File: src/rtl/twiddle_cmul_if.sv
// Operand/result handshake bundle for the twiddle multiplier.
// Upstream drives the master side; the multiplier sits on the slave side.
interface twiddle_cmul_if #(
   parameter int WIDTH = 8
);
   logic                    in_valid;
   logic                    in_ready;
   logic signed [WIDTH-1:0] xr;
   logic signed [WIDTH-1:0] xi;
   logic signed [WIDTH-1:0] wr;
   logic signed [WIDTH-1:0] wi;
   logic                    out_valid;
   logic                    out_ready;
   logic signed [WIDTH-1:0] yr;
   logic signed [WIDTH-1:0] yi;
   logic                    ovf;

   modport master (
      output in_valid, xr, xi, wr, wi, out_ready,
      input  in_ready, out_valid, yr, yi, ovf
   );

   modport slave (
      input  in_valid, xr, xi, wr, wi, out_ready,
      output in_ready, out_valid, yr, yi, ovf
   );
endinterface

File: src/rtl/twiddle_cmul.sv
// Sequential complex multiply Y = X*W on one shared shift-add multiplier,
// four partial products, round-half-up and saturate back to WIDTH bits.
module twiddle_cmul #(
   parameter int WIDTH = 8
) (
   input  logic          clkin,
   input  logic          rst_n,
   twiddle_cmul_if.slave bus
);

   localparam int AW = 2*WIDTH + 1;
   localparam int PW = 2*WIDTH;
   localparam int CW = $clog2(WIDTH + 1);

   localparam logic signed [AW:0] RND  = (AW+1)'(1 << (WIDTH-2));
   localparam logic signed [AW:0] SMAX = (AW+1)'((1 << (WIDTH-1)) - 1);
   localparam logic signed [AW:0] SMIN = ~SMAX;

   typedef enum logic [2:0] {IDLE, LOAD, MUL, ACC, ROUND, OUT} state_t;

   state_t                  state_q, state_d;
   logic signed [WIDTH-1:0] xr_q, xr_d, xi_q, xi_d, wr_q, wr_d, wi_q, wi_d;
   logic signed [AW-1:0]    acc_re_q, acc_re_d, acc_im_q, acc_im_d;
   logic [1:0]              idx_q, idx_d;
   logic [PW-1:0]           mcand_q, mcand_d, pp_q, pp_d;
   logic [WIDTH-1:0]        mplier_q, mplier_d;
   logic                    psign_q, psign_d;
   logic [CW-1:0]           cnt_q, cnt_d;
   logic signed [WIDTH-1:0] yr_q, yr_d, yi_q, yi_d;
   logic                    ovf_q, ovf_d;
   logic                    out_valid_q, out_valid_d;

   logic signed [WIDTH-1:0] opa, opb;
   logic signed [AW-1:0]    prod_s;
   logic [WIDTH:0]          rre, rim;

   // Magnitude as unsigned WIDTH bits: the most negative value maps to 2^(WIDTH-1).
   function automatic logic [WIDTH-1:0] mag(input logic signed [WIDTH-1:0] v);
      return v[WIDTH-1] ? (~v + 1'b1) : v;
   endfunction

   // Returns {clip, value}.
   function automatic logic [WIDTH:0] rnd_sat(input logic signed [AW-1:0] a);
      logic signed [AW:0] s;
      s = $signed({a[AW-1], a}) + RND;
      s = s >>> (WIDTH-1);
      if (s > SMAX)      return {1'b1, 1'b0, {(WIDTH-1){1'b1}}};
      else if (s < SMIN) return {1'b1, 1'b1, {(WIDTH-1){1'b0}}};
      else               return {1'b0, s[WIDTH-1:0]};
   endfunction

   always_comb begin
      opa = xr_q;
      opb = wr_q;
      case (idx_q)
         2'd0: begin opa = xr_q; opb = wr_q; end
         2'd1: begin opa = xi_q; opb = wi_q; end
         2'd2: begin opa = xr_q; opb = wi_q; end
         default: begin opa = xi_q; opb = wr_q; end
      endcase
   end

   assign prod_s = psign_q ? -$signed({1'b0, pp_q}) : $signed({1'b0, pp_q});
   assign rre    = rnd_sat(acc_re_q);
   assign rim    = rnd_sat(acc_im_q);

   always_comb begin
      state_d     = state_q;
      xr_d        = xr_q;
      xi_d        = xi_q;
      wr_d        = wr_q;
      wi_d        = wi_q;
      acc_re_d    = acc_re_q;
      acc_im_d    = acc_im_q;
      idx_d       = idx_q;
      mcand_d     = mcand_q;
      mplier_d    = mplier_q;
      pp_d        = pp_q;
      psign_d     = psign_q;
      cnt_d       = cnt_q;
      yr_d        = yr_q;
      yi_d        = yi_q;
      ovf_d       = ovf_q;
      out_valid_d = out_valid_q;
      case (state_q)
         IDLE: begin
            if (bus.in_valid) begin
               xr_d     = bus.xr;
               xi_d     = bus.xi;
               wr_d     = bus.wr;
               wi_d     = bus.wi;
               acc_re_d = '0;
               acc_im_d = '0;
               idx_d    = '0;
               state_d  = LOAD;
            end
         end
         LOAD: begin
            mcand_d  = {{WIDTH{1'b0}}, mag(opa)};
            mplier_d = mag(opb);
            psign_d  = opa[WIDTH-1] ^ opb[WIDTH-1];
            pp_d     = '0;
            cnt_d    = '0;
            state_d  = MUL;
         end
         MUL: begin
            // Always WIDTH iterations so latency does not depend on data.
            if (mplier_q[0]) pp_d = pp_q + mcand_q;
            mcand_d  = mcand_q << 1;
            mplier_d = mplier_q >> 1;
            if (cnt_q == CW'(WIDTH-1)) state_d = ACC;
            else                       cnt_d   = cnt_q + 1'b1;
         end
         ACC: begin
            case (idx_q)
               2'd0:    acc_re_d = acc_re_q + prod_s;
               2'd1:    acc_re_d = acc_re_q - prod_s;
               default: acc_im_d = acc_im_q + prod_s;
            endcase
            if (idx_q == 2'd3) state_d = ROUND;
            else begin
               idx_d   = idx_q + 1'b1;
               state_d = LOAD;
            end
         end
         ROUND: begin
            yr_d        = rre[WIDTH-1:0];
            yi_d        = rim[WIDTH-1:0];
            ovf_d       = rre[WIDTH] | rim[WIDTH];
            out_valid_d = 1'b1;
            state_d     = OUT;
         end
         OUT: begin
            if (bus.out_ready) begin
               out_valid_d = 1'b0;
               state_d     = IDLE;
            end
         end
         default: state_d = IDLE;
      endcase
   end

   always_ff @(posedge clkin or negedge rst_n) begin
      if (!rst_n) begin
         state_q     <= IDLE;
         xr_q        <= '0;
         xi_q        <= '0;
         wr_q        <= '0;
         wi_q        <= '0;
         acc_re_q    <= '0;
         acc_im_q    <= '0;
         idx_q       <= '0;
         mcand_q     <= '0;
         mplier_q    <= '0;
         pp_q        <= '0;
         psign_q     <= 1'b0;
         cnt_q       <= '0;
         yr_q        <= '0;
         yi_q        <= '0;
         ovf_q       <= 1'b0;
         out_valid_q <= 1'b0;
      end else begin
         state_q     <= state_d;
         xr_q        <= xr_d;
         xi_q        <= xi_d;
         wr_q        <= wr_d;
         wi_q        <= wi_d;
         acc_re_q    <= acc_re_d;
         acc_im_q    <= acc_im_d;
         idx_q       <= idx_d;
         mcand_q     <= mcand_d;
         mplier_q    <= mplier_d;
         pp_q        <= pp_d;
         psign_q     <= psign_d;
         cnt_q       <= cnt_d;
         yr_q        <= yr_d;
         yi_q        <= yi_d;
         ovf_q       <= ovf_d;
         out_valid_q <= out_valid_d;
      end
   end

   assign bus.in_ready  = (state_q == IDLE) && rst_n;
   assign bus.out_valid = out_valid_q;
   assign bus.yr        = yr_q;
   assign bus.yi        = yi_q;
   assign bus.ovf       = ovf_q;

endmodule

File: src/flat_wrapper.sv
// flat-port wrapper written by rule: the top's interface ports become plain ports
module twiddle_cmul_flat 
#(
   parameter int WIDTH = 8
)
  (clkin, rst_n, bus_in_valid, bus_xr, bus_xi, bus_wr, bus_wi, bus_out_ready, bus_in_ready, bus_out_valid, bus_yr, bus_yi, bus_ovf);
  twiddle_cmul_if #(.WIDTH(WIDTH)) bus_i ();
  input  logic clkin;
  input  logic rst_n;
  input wire logic [$bits(bus_i.in_valid)-1:0] bus_in_valid;
  input wire logic [$bits(bus_i.xr)-1:0] bus_xr;
  input wire logic [$bits(bus_i.xi)-1:0] bus_xi;
  input wire logic [$bits(bus_i.wr)-1:0] bus_wr;
  input wire logic [$bits(bus_i.wi)-1:0] bus_wi;
  input wire logic [$bits(bus_i.out_ready)-1:0] bus_out_ready;
  output wire logic [$bits(bus_i.in_ready)-1:0] bus_in_ready;
  output wire logic [$bits(bus_i.out_valid)-1:0] bus_out_valid;
  output wire logic [$bits(bus_i.yr)-1:0] bus_yr;
  output wire logic [$bits(bus_i.yi)-1:0] bus_yi;
  output wire logic [$bits(bus_i.ovf)-1:0] bus_ovf;
  assign bus_i.in_valid = bus_in_valid;
  assign bus_i.xr = bus_xr;
  assign bus_i.xi = bus_xi;
  assign bus_i.wr = bus_wr;
  assign bus_i.wi = bus_wi;
  assign bus_i.out_ready = bus_out_ready;
  assign bus_in_ready = bus_i.in_ready;
  assign bus_out_valid = bus_i.out_valid;
  assign bus_yr = bus_i.yr;
  assign bus_yi = bus_i.yi;
  assign bus_ovf = bus_i.ovf;
  twiddle_cmul #(.WIDTH(WIDTH)) u_core (.clkin(clkin), .rst_n(rst_n), .bus(bus_i));
endmodule
File: config.mk
export PLATFORM = sky130hd
export DESIGN_NAME = twiddle_cmul_flat
export DESIGN_NICKNAME = d
export VERILOG_FILES = /design/src/rtl/twiddle_cmul_if.sv /design/src/rtl/twiddle_cmul.sv /design/src/flat_wrapper.sv
export SDC_FILE = /design/constraint.sdc
export NUM_CORES = 1
export LEC_CHECK = 0
export CAP_MARGIN = 20
export CORE_MARGIN = 2
export CORE_UTILIZATION = 55
export DETAILED_ROUTE_END_ITERATION = 8
export PLACE_DENSITY_LB_ADDON = 0.15
export SYNTH_ARGS = -nofsm -noshare
export SYNTH_HDL_FRONTEND = slang
export SYNTH_SLANG_ARGS = --single-unit
File: constraint.sdc
create_clock -name clkin -period 6.9 [get_ports clkin]
set_input_delay 0.69 -clock clkin [delete_from_list [all_inputs] [get_ports clkin]]
set_output_delay 0.69 -clock clkin [all_outputs]
set_load 0.02 [all_outputs]
# Yosys cells after proc, flatten, opt, wreduce, memory -nomap -nowiden
# Cells that the tools add are included.
# totals
ff_bits	134
in_bits	36
output_inout_bits	19
word_cells	100
# classes
n_addsub	11
n_lt_le_gt_ge	4
n_eq_ne	17
muxes	30
n_bitwise	4
reduce_logical	17
# op_table
cell	n
17-bit one-hot mux with 2 select lines	3
16-bit one-hot mux with 2 select lines	2
17-bit two-way mux	3
17-bit by 8-bit adder with 18-bit output (second input constant)	2
9-bit two-way mux	4
17-bit adder	2
8-bit two-way mux	4
11-bit by 8-bit greater-than comparator with 1-bit output (second input constant)	2
11-bit by 8-bit less-than comparator with 1-bit output (second input constant)	2
3-bit one-hot mux with 6 select lines	1
16-bit negator with 17-bit output	1
17-bit subtractor	1
16-bit adder	1
8-bit by 1-bit adder with 8-bit output (second input constant)	2
16-bit two-way mux	1
8-bit NOT	2
8-bit one-hot mux with 2 select lines	1
3-bit two-way mux	4
3-bit AND reduction	4
2-bit inequality test (second input constant)	5
4-bit one-hot mux with 2 select lines	1
2-bit AND reduction	4
3-bit by 2-bit equality test with 1-bit output (second input constant)	2
3-bit equality test (second input constant)	2
20 further kinds	27

# Depth between registers and ports, before layout
# depth
word_depth	7
mapped_depth	19
ltp_nobuf	19

# Worst setup path before layout
# Ideal clock, no wire load.
# synth_timing
path_type	register to register
startpoint	register u_core.pp_q[0]
endpoint	register u_core.acc_re_q[16]
setup_ns	0.140
arrival_ns	4.007
required_ns	6.760
path_slack_ns	2.753
stages_incl_launch_ff	19
n_path_buf	1
synth_period_minus_slack_ns	4.147
cell_sequence	dfrtp_1 inv_1 ha_1 or4b_4 buf_6 a2111oi_4 o211ai_1 a2111oi_4 and2_1 nor2_1 xnor2_1 ha_1 or3_1 o21ai_0 a31oi_1 a211o_1 nor4_1 nand4bb_1 o311ai_2
# synth_between
elab_chain_len	5
elab_cells_between_ends	6
cone_classes	3 x add/sub; 3 x mux
# synth_lines
item	line_no	source
from (decl)	twiddle_cmul.sv:25	logic [PW-1:0] mcand_q, mcand_d, pp_q, pp_d;
from (signal assigned)	twiddle_cmul.sv:173	pp_q <= pp_d;
16-bit negator with 17-bit output	twiddle_cmul.sv:63	assign prod_s = psign_q ? -$signed({1'b0, pp_q}) : $signed({1'b0, pp_q});
17-bit two-way mux (*)	twiddle_cmul.sv:63	
17-bit subtractor or 17-bit adder (tied branches)	twiddle_cmul.sv:117, twiddle_cmul.sv:116	
17-bit one-hot mux with 2 select lines (*)	twiddle_cmul.sv:115	case (idx_q)
17-bit one-hot mux with 2 select lines (*)	twiddle_cmul.sv:85	case (state_q)
to (signal assigned)	twiddle_cmul.sv:168	acc_re_q <= acc_re_d;
to (decl)	twiddle_cmul.sv:23	logic signed [AW-1:0] acc_re_q, acc_re_d, acc_im_q, acc_im_d;
# Mark *: on every way between the ends. The rest lies on a longest branch, timed or not.
# A chain may end at the register's enable or synchronous reset.

# Worst setup path in the final report
# layout_timing
startpoint	register u_core.psign_q
endpoint	register u_core.acc_re_q[16]
# layout_between
elab_chain_len	4
elab_cells_between_ends	5
cone_classes	2 x add/sub; 3 x mux
# layout_lines
item	line_no	source
from (decl)	twiddle_cmul.sv:27	logic psign_q, psign_d;
from (signal assigned)	twiddle_cmul.sv:174	psign_q <= psign_d;
17-bit two-way mux (*)	twiddle_cmul.sv:63	
17-bit subtractor or 17-bit adder (tied branches)	twiddle_cmul.sv:117, twiddle_cmul.sv:116	
17-bit one-hot mux with 2 select lines (*)	twiddle_cmul.sv:115	
17-bit one-hot mux with 2 select lines (*)	twiddle_cmul.sv:85	
# Marked as above.

==> flow_summary_export.csv <==
group,metric,value,unit
run_status,status,"complete, no violations",
synthesis,async_flop_share,1.00,
synthesis,ys_types,70,
placed_design,io_buffer_count,54,
layout,multi_input_area,0.00560,mm2
global_routing,antenna_found_initial,0,
timing,fmax,214,MHz
clock_tree,clock_path_buffers,2,
global_routing,overflow,0,
critical_path,end_kind,"register",
critical_path,cp_slowest_cell,"dfrtp_1",
synthesis,yosys_warnings,0,
synthesis,synth.avg_cell_area,9.25,um2
clock_tree,cts_resized,0,
global_routing,grt_pass1_vias,7204,
drt,drtPass1Iterations,5,
timing,period_share,0.678,
global_routing,track_usage,0.240,
critical_path,critPathKind,"register to register",
clock_tree,clk_latency,430,ps
critical_path,path_cells,"o31ai_1, xnor2_1, or2_2, nor3_1, o211ai_1, nor2_1, nor2_1, xnor2_1, ha_1, a21oi_1, nand2_1, a21oi_1, a31oi_1, a211o_1, nor4_1, nand4bb_1, o311ai_2",
layout,final_cell_mix,"134 x dfrtp_1, 86 x o21ai_0, 86 x nand2_1",
floorplanning,coreArea,0.0165,mm2
placed_design,hpwl,14900,um
synthesis,synth.cell_area,0.00924,mm2
critical_path,startpoint_type,"register",
clock_tree,clk_pin_slew,60,ps
drt,drt_wl_total,20300,um
timing,clock_skew,9.84,ps
synthesis,synth_ff_type,"dfrtp_1",
timing,slew_violations,0,
floorplanning,die_area,0.0179,mm2
synthesis,syn_inst,999,
timing,fin_setup_tns,0,ps
run,cap_violations,0,
drt,via_count,7446,
floorplanning,die_h,134,um
clock_tree,clock_sinks,134,
global_routing,grt_pass1_wl,34800,um
critical_path,crit_arrival,4980,ps
timing,hold_viol,0,
drt,antenna_left,0,
layout,antennaDiodeCount,0,
placed_design,gp_congestion,0.873,
clock_tree,postCtsHoldBufs,0,
layout,regArea,0.00335,mm2
timing,finalCriticalPeriod,4680,ps
floorplanning,initial_core_util,0.559,
critical_path,required,7200,ps
synthesis,ys_seq_elements,134,
min_path,hp-class,"primary input to asynchronous set/reset pin",
critical_path,slowest_delay,1000,ps
clock_tree,clockRootBuffer,"clkbuf_16",
drt,via_per_inst,5.86,
floorplanning,fp.dieW,134,um
layout,nNetsFinal,1134,
layout,area_growth,14.7,%
clock_tree,cts_htree_levels,4,
timing,slew_headroom,0.327,
floorplanning,ios,55,
drt,wl_per_cell,16.0,um
timing,tightestPinTransition,1010,ps
synthesis,syn_nets,1096,
layout,drive_gt1_frac,0.0943,
critical_path,critPathMaxFanout,31,
timing,setup_viol,0,
synthesis,ys_seq_area_frac,0.363,
clock_tree,cts_setup_buffers,0,
drt,drtIter0Drc,442,
clock_tree,cts_tree,"built",
floorplanning,rows,47,
clock_tree,cts_buffers,17,
layout,final_common_cell,"dfrtp_1",
drt,remaining_drc_errors,0,
global_routing,grt_max_degree,70,
timing,rsz0062_at_grt,"no",
synthesis,synth_edf_count,0,
layout,fillers,1415,
metrics by stage:
step / instances / hold WS, ps / setup WS (ps) / utilization / area (um2)
2_1_floorplan: 999 / 394 / 2750 / - / 9240
3_3_place_gp: 1237 / 465 / 2450 / 0.603 / 9960
3_5_place_dp: 1237 / 470 / 2320 / 0.603 / 9960
4_1_cts: 1269 / 267 / 2290 / 0.641 / 10600
5_1_grt: 1270 / 282 / 1760 / 0.641 / 10600
6_report: 1270 / 238 / 2220 / 0.641 / 10600
registers in the layout, indices dropped and copies added (netlist names):
register              cells
u_core.bus.ovf            1
u_core.bus.out_valid      1
u_core.bus.yr             8
u_core.mplier_q           8
u_core.state_q            3
u_core.psign_q            1
u_core.mcand_q           16
u_core.bus.yi             8
u_core.xi_q               8
u_core.xr_q               8
u_core.wi_q               8
u_core.idx_q              2
u_core.cnt_q              4
u_core.acc_im_q          17
u_core.pp_q              16
u_core.acc_re_q          17
u_core.wr_q               8
cell families after synthesis:
| family | Yosys count | share of synthesized area |
|---|---|---|
| fa+ha+maj | 62 | 0.0861 |
| simple gates | 298 | 0.159 |
| flops | 134 | 0.363 |
| buf+inv | 75 | 0.0328 |
| mux | 49 | 0.0574 |
| xor+xnor | 93 | 0.0881 |
| compound gates | 288 | 0.213 |
worst max-delay path: cells and delay by family (launching register included):
kind / cells / cell delay (ps)
fa+ha+maj: 1 / 350
compound gates: 7 / 1540
flops: 1 / 1000
simple gates: 7 / 1260
xor+xnor: 2 / 400
per-layer routing:
metal | share of wire | GRT usage | routed length [um]
met5 | 0 | 0 | 0
met4 | 0.027 | 0.0946 | 544
met3 | 0.023 | 0.0354 | 461
met2 | 0.48 | 0.402 | 9830
met1 | 0.47 | 0.316 | 9440
final cells by class:
class	instances	area share
clock inverter	13	0.0182
inverter	28	0.00992
sequential	134	0.316
timing repair buffer	66	0.0596
clock buffer	19	0.0418
multi-input combinational	790	0.528
tap	220	0.0260
synth_stat cells (4+ instances only):
master	instances	area [um2]
dfrtp_1	134	3350
a22o_1	26	228
o31ai_1	14	105
o211ai_1	15	113
nor3b_1	7	52.6
nand3_1	39	195
nand2b_1	14	87.6
nand2_1	86	323
mux2_2	32	360
mux2i_1	17	170
nor3_1	26	130
buf_2	5	25.0
a21oi_1	50	250
a22oi_1	11	82.6
nor2b_1	12	75.1
a211o_1	6	52.6
o21bai_1	7	52.6
a31oi_1	10	62.6
nor4_1	6	37.5
and2_1	4	25.0
a2111o_1	4	45.0
a211oi_1	7	52.6
o21ai_0	86	430
inv_1	28	105
xor2_1	32	280
xnor2_1	61	534
o41ai_1	5	43.8
clkbuf_1	38	143
or2_2	7	43.8
a21o_1	11	82.6
and3_1	10	62.6
ha_1	58	726
or3_1	6	37.5
nor2_1	61	229
o21a_1	11	82.6
nand4_1	4	25.0
worst paths after layout:
check | startpoint | to | slack (ps) | depth (start not counted)
max in group asynchronous | rst_n | u_core.mcand_q[3]$_DFFE_PN0P_ | 5330 | 2
min in group clkin | u_core.bus.out_valid$_DFFE_PN0P_ | u_core.bus.out_valid$_DFFE_PN0P_ | 480 | 1
worst min register to register | u_core.bus.out_valid$_DFFE_PN0P_ | u_core.bus.out_valid$_DFFE_PN0P_ | 480 | 1
worst min-delay path | rst_n | u_core.bus.yi[3]$_DFFE_PN0P_ | 240 | 1
worst max register to register | u_core.psign_q$_DFFE_PN0P_ | u_core.acc_re_q[16]$_DFFE_PN0P_ | 2220 | 17
worst max-delay path | u_core.psign_q$_DFFE_PN0P_ | u_core.acc_re_q[16]$_DFFE_PN0P_ | 2220 | 17
Power is left out: the tool's default activity adds up to more than one toggle a clock period on the data nets, which glitch-free logic cannot reach.
